<file path="src/rtl/multicycle_sequencer.sv">
// Control FSM of the multi-cycle core: IDLE, FETCH, DECODE, EXEC, MEM, WB and HALT.
// Define MCSEQ_PERF_CNT_EN to add the o_cycle_cnt / o_instret_cnt performance counters.
module multicycle_sequencer (
  input  logic        i_clk,
  input  logic        i_rst,
  input  logic [1:0]  i_dec_aluop1_type,
  input  logic [1:0]  i_dec_aluop2_type,
  input  logic        i_dec_is_load,
  input  logic        i_dec_is_store,
  input  logic        i_dec_is_branch,
  input  logic        i_dec_is_jal,
  input  logic        i_dec_is_jalr,
  input  logic        i_dec_reg_we,
  input  logic        i_dec_illegal,
  input  logic        i_br_taken,
  input  logic        i_imem_ready,
  input  logic        i_dmem_ready,
  output logic [1:0]  o_aluop1_type,
  output logic [1:0]  o_aluop2_type,
  output logic        o_imm_four,
  output logic        o_alu_force_add,
  output logic        o_imem_req,
  output logic        o_dmem_req,
  output logic        o_dmem_we,
  output logic        o_ir_we,
  output logic        o_npc_we,
  output logic        o_tgt_we,
  output logic        o_alu_out_we,
  output logic        o_reg_we,
  output logic        o_pc_we,
  output logic [1:0]  o_pc_sel,
  output logic [1:0]  o_wb_sel,
  output logic        o_halted,
`ifdef MCSEQ_PERF_CNT_EN
  output logic [31:0] o_cycle_cnt,
  output logic [31:0] o_instret_cnt,
`endif
  output logic [2:0]  o_state
);

  typedef enum logic [2:0] {
    StIdle   = 3'd0,
    StFetch  = 3'd1,
    StDecode = 3'd2,
    StExec   = 3'd3,
    StMem    = 3'd4,
    StWb     = 3'd5,
    StHalt   = 3'd6
  } state_e;

  state_e r_state;
  state_e w_state_d;

  // Class flags with priority applied: branch > load > store > jal > jalr.
  logic w_br, w_ld, w_st, w_jal, w_jalr;
  assign w_br   = i_dec_is_branch;
  assign w_ld   = i_dec_is_load  & ~w_br;
  assign w_st   = i_dec_is_store & ~w_br & ~i_dec_is_load;
  assign w_jal  = i_dec_is_jal   & ~w_br & ~i_dec_is_load & ~i_dec_is_store;
  assign w_jalr = i_dec_is_jalr  & ~w_br & ~i_dec_is_load & ~i_dec_is_store & ~i_dec_is_jal;

  always_ff @(posedge i_clk or posedge i_rst) begin
    if (i_rst) r_state <= StIdle;
    else       r_state <= w_state_d;
  end

  always_comb begin
    w_state_d = StIdle;
    case (r_state)
      StIdle:   w_state_d = StFetch;
      StFetch:  w_state_d = i_imem_ready ? StDecode : StFetch;
      StDecode: w_state_d = i_dec_illegal ? StHalt : StExec;
      StExec: begin
        if (w_br)             w_state_d = StFetch;
        else if (w_ld | w_st) w_state_d = StMem;
        else                  w_state_d = StWb;
      end
      StMem: begin
        if (!i_dmem_ready) w_state_d = StMem;
        else if (w_ld)     w_state_d = StWb;
        else               w_state_d = StFetch;
      end
      StWb:     w_state_d = StFetch;
      StHalt:   w_state_d = StHalt;
      default:  w_state_d = StIdle;
    endcase
  end

  always_comb begin
    o_aluop1_type   = 2'b11;
    o_aluop2_type   = 2'b11;
    o_imm_four      = 1'b0;
    o_alu_force_add = 1'b0;
    o_imem_req      = 1'b0;
    o_dmem_req      = 1'b0;
    o_dmem_we       = 1'b0;
    o_ir_we         = 1'b0;
    o_npc_we        = 1'b0;
    o_tgt_we        = 1'b0;
    o_alu_out_we    = 1'b0;
    o_reg_we        = 1'b0;
    o_pc_we         = 1'b0;
    o_pc_sel        = 2'b00;
    o_wb_sel        = 2'b00;
    o_halted        = 1'b0;
    case (r_state)
      StFetch: begin
        // ALU computes PC + 4 while the fetch is outstanding.
        o_imem_req      = 1'b1;
        o_aluop1_type   = 2'b10;
        o_aluop2_type   = 2'b01;
        o_imm_four      = 1'b1;
        o_alu_force_add = 1'b1;
        o_ir_we         = i_imem_ready;
        o_npc_we        = i_imem_ready;
      end
      StDecode: begin
        // ALU computes PC + imm as the speculative branch/jump target.
        o_aluop1_type   = 2'b10;
        o_aluop2_type   = 2'b01;
        o_alu_force_add = 1'b1;
        o_tgt_we        = 1'b1;
      end
      StExec: begin
        o_aluop1_type = i_dec_aluop1_type;
        o_aluop2_type = i_dec_aluop2_type;
        o_alu_out_we  = 1'b1;
        if (w_br) begin
          o_pc_we  = 1'b1;
          o_pc_sel = i_br_taken ? 2'b01 : 2'b00;
        end
      end
      StMem: begin
        o_dmem_req = 1'b1;
        o_dmem_we  = w_st;
        if (i_dmem_ready && !w_ld) o_pc_we = 1'b1;
      end
      StWb: begin
        o_reg_we = i_dec_reg_we;
        o_pc_we  = 1'b1;
        if (w_ld)               o_wb_sel = 2'b01;
        else if (w_jal | w_jalr) o_wb_sel = 2'b10;
        if (w_jal)       o_pc_sel = 2'b01;
        else if (w_jalr) o_pc_sel = 2'b10;
      end
      StHalt:  o_halted = 1'b1;
      default: ;
    endcase
  end

  assign o_state = r_state;

`ifdef MCSEQ_PERF_CNT_EN
  logic [31:0] r_cycle_cnt;
  logic [31:0] r_instret_cnt;

  always_ff @(posedge i_clk or posedge i_rst) begin
    if (i_rst) begin
      r_cycle_cnt   <= 32'd0;
      r_instret_cnt <= 32'd0;
    end else begin
      if (r_state != StIdle && r_state != StHalt) r_cycle_cnt <= r_cycle_cnt + 32'd1;
      if (o_pc_we) r_instret_cnt <= r_instret_cnt + 32'd1;
    end
  end

  assign o_cycle_cnt   = r_cycle_cnt;
  assign o_instret_cnt = r_instret_cnt;
`endif

endmodule

</file>
<file path="config.mk">
export PLATFORM = sky130hd
export DESIGN_NAME = multicycle_sequencer
export DESIGN_NICKNAME = d
export VERILOG_FILES = /design/src/rtl/multicycle_sequencer.sv
export SDC_FILE = /design/constraint.sdc
export NUM_CORES = 1
export LEC_CHECK = 0
export ABC_AREA = 1
export CAP_MARGIN = 20
export CORE_UTILIZATION = 25
export DETAILED_ROUTE_END_ITERATION = 6
export GPL_TIMING_DRIVEN = 0
export PLACE_DENSITY = 0.74
export SYNTH_ARGS = -nofsm -noshare
export SYNTH_HDL_FRONTEND = slang
export SYNTH_SLANG_ARGS = --single-unit
export TNS_END_PERCENT = 5
</file>
<file path="constraint.sdc">
create_clock -name i_clk -period 1.3 [get_ports i_clk]
set_clock_uncertainty 0.15 [all_clocks]
set_input_delay 0.195 -clock i_clk [delete_from_list [all_inputs] [get_ports i_clk]]
set_output_delay 0.195 -clock i_clk [all_outputs]
set_load 0.005 [all_outputs]
</file>
==> metrics.yaml <==
hold_path:
  hp-class: "primary input to flop"
  hp-start: "i_dec_is_branch"
cells_and_area:
  diodes: 0
  final_common_cell: "nand2_1"
  layout.nets: 151
  largest_reg_flops: 3
  drive_above_1_share: 0.507
  final_cell_mix: "nand2_1, buf_4, clkdlybuf4s50_1, buf_2, buf_6"
  syn2layout_area_growth_pct: 161
  final_util: 0.726
grt:
  use_met1: 0.237
  grt_overflow: 0
  met2_usage: 0.433
  grt_pass1_wl_mm: 2.39
  antenna_found_initial: 0
  grt_max_degree: 7
  grt_usage: 0.217
  top_usage_layer: "met2"
  grt_pass1_vias: 577
  grtUsageMet3: 0.00543
power_and_ir_drop:
  p_per_area_mw_per_mm2: 2190
  vdd_drop_max_mv: 1.15
  leakage_nw: 0.527
floorplan:
  coreArea_mm2: 0.00135
  die_area_mm2: 0.00166
  initial_core_util: 0.278
  num_rows: 13
  io_pins: 39
  die_height_um: 40.8
  fp.dieW_um: 40.8
timing:
  fin_setup_tns_ns: -5.84
  drv_slew: 0
  min_period_ns: 1.68
  fmax_ghz: 0.595
  fin_hold_ws_ns: 0.267
  rsz0062_at_grt: "true"
  hold_violations: 0
  setup-violations-final: 22
  slew_headroom: 0.874
  worst_pin_slew_ns: 0.188
  post-route-period-util: 1.29
  setup_ws_ns: -0.381
run_status:
  outcome: "complete, but fails checks"
  violations: "setup timing"
routing:
  drt_iter0_markers: 7
  wl_mm: 1.82
  vias: 678
  ant_nets: 0
  drt_pass1_iterations: 3
  via_per_inst: 4.55
  drcViolationCount: 0
  wl_per_cell_um: 12.2
placement:
  port_buffers: 38
  dpl.hpwl_um: 980
  place.gp.congestion: 0.722
worst_setup_path:
  cp.required_ns: 0.95
  cpMaxStageDelayCell: "dfrtp_2"
  crit_type: "flop to primary output"
  reg2reg_from: "o_state[1]$_DFF_PP0_"
  path_cells: "inv_4 > buf_6 > buf_6 > buf_6 > nand2_2 > nand2_1 > buf_2"
  max_stage_delay_ns: 0.44
  crit_path_frequent_cell: "buf_6"
  start_kind: "flop"
  path_max_fanout: 4
  cp_data_arrival_time_ns: 1.34
  crit_start: "o_state[2]$_DFF_PP0_"
  critPathCaptureType: "primary output"
clock_network:
  path_clk_slew_ns: 0.04
  clkSinkCount: 3
  clock_latency_ns: 0.23
  root_buffer: "clkbuf_4"
  htreeDepth: 1
  cts_inserted_buffers: 3
  cts_tree: "done"
  clock_path_buffers: 2
logic_synthesis:
  synth_nets: 86
  syn_area_um2: 375
  ys_ff_latch: 3
  synth_cell_types: 15
  syn_area_per_cell_um2: 5.36
  synthesis.instances: 70
  ys_warn_count: 0
  yosysSeqAreaShare: 0.200
flow_run:
  maxCapViolCount: 0
per-layer routing:
layer  part of all wire  vias to the layer above
met3              0.029                        4
met1               0.36                      309
li1                   -                      339
met5                  0                        -
met4              0.022                        0
met2               0.59                       26
power breakdown:
group          internal, W  leakage [nW]  switching [W]
Clock             0.000115        0.0150      0.0000458
Sequential        0.000150        0.0337      0.0000996
Combinational     0.000951         0.479       0.000789
layout make-up:
| cell class | count | area, µm² |
|---|---|---|
| Clock buffer | 4 | 26.3 |
| Buffer | 2 | 15.0 |
| Timing Repair Buffer | 60 | 485 |
| Multi-Input combinational cell | 49 | 290 |
| Tap cell | 15 | 18.8 |
| Sequential cell | 3 | 78.8 |
| Fill cell | 119 | 370 |
| Inverter | 16 | 65.1 |
cell usage after synthesis:
library cell / number / area [µm²]
nand2_1: 20 / 75.1
o21ai_0: 4 / 20.0
nor3_1: 1 / 5.00
o21ai_1: 1 / 5.00
dfrtp_1: 3 / 75.1
inv_1: 13 / 48.8
nor2_4: 1 / 11.3
nand4_1: 2 / 12.5
o211ai_1: 2 / 15.0
buf_4: 2 / 15.0
nor2_2: 1 / 6.26
nor2_1: 10 / 37.5
or2_1: 2 / 12.5
nand3_1: 5 / 25.0
inv_2: 3 / 11.3
worst max-delay path: cells and delay by family (launching register included):
kind | cells | cell delay (ns)
flip-flops | 1 | 0.44
AND/OR/NAND/NOR | 2 | 0.14
buffers and inverters | 5 | 0.53
timing repair:
action | in CTS | in global routing
hold buffers | 1 | 0
buffers inserted | 21 | 0
cloned | 0 | 0
resized for setup | 94 | 20
hold endpoints to repair | 3 | 0
pin swaps | 10 | 5
endpoints found under the setup margin | 23 | 26
path summary, 6_finish.rpt:
kind	endpoint	slack, ns	cells after the start
max	o_alu_force_add	-0.38	7
min	o_state[2]$_DFF_PP0_	0.27	2
max reg2reg	o_state[0]$_DFF_PP0_	-0.03	8
min reg2reg	o_state[2]$_DFF_PP0_	0.53	3
max in group asynchronous	o_state[1]$_DFF_PP0_	0.29	3
min in group asynchronous	o_state[2]$_DFF_PP0_	0.56	3
through the flow:
stage / total power, W / worst slack [ns] / instance area (µm²) / cells
after floorplan: 0.000706 / 0.00354 / 379 / 70
after global placement: 0.00134 / -0.743 / 778 / 123
after detailed placement: 0.00135 / -0.751 / 778 / 123
after CTS: 0.00199 / -0.386 / 971 / 149
after global routing: 0.00229 / -0.461 / 980 / 149
final: 0.00215 / -0.381 / 980 / 149
cells by family (layout without fill, tap and decap cells):
| kind of cell | count (synthesis) | after routing | share of synthesized area |
|---|---|---|---|
| AOI/OAI and AO/OA | 7 | 7 | 0.107 |
| DFF | 3 | 3 | 0.200 |
| buffers and inverters | 18 | 82 | 0.200 |
| and+or+nand+nor | 42 | 42 | 0.493 |
(Power assumes the default switching activity.)
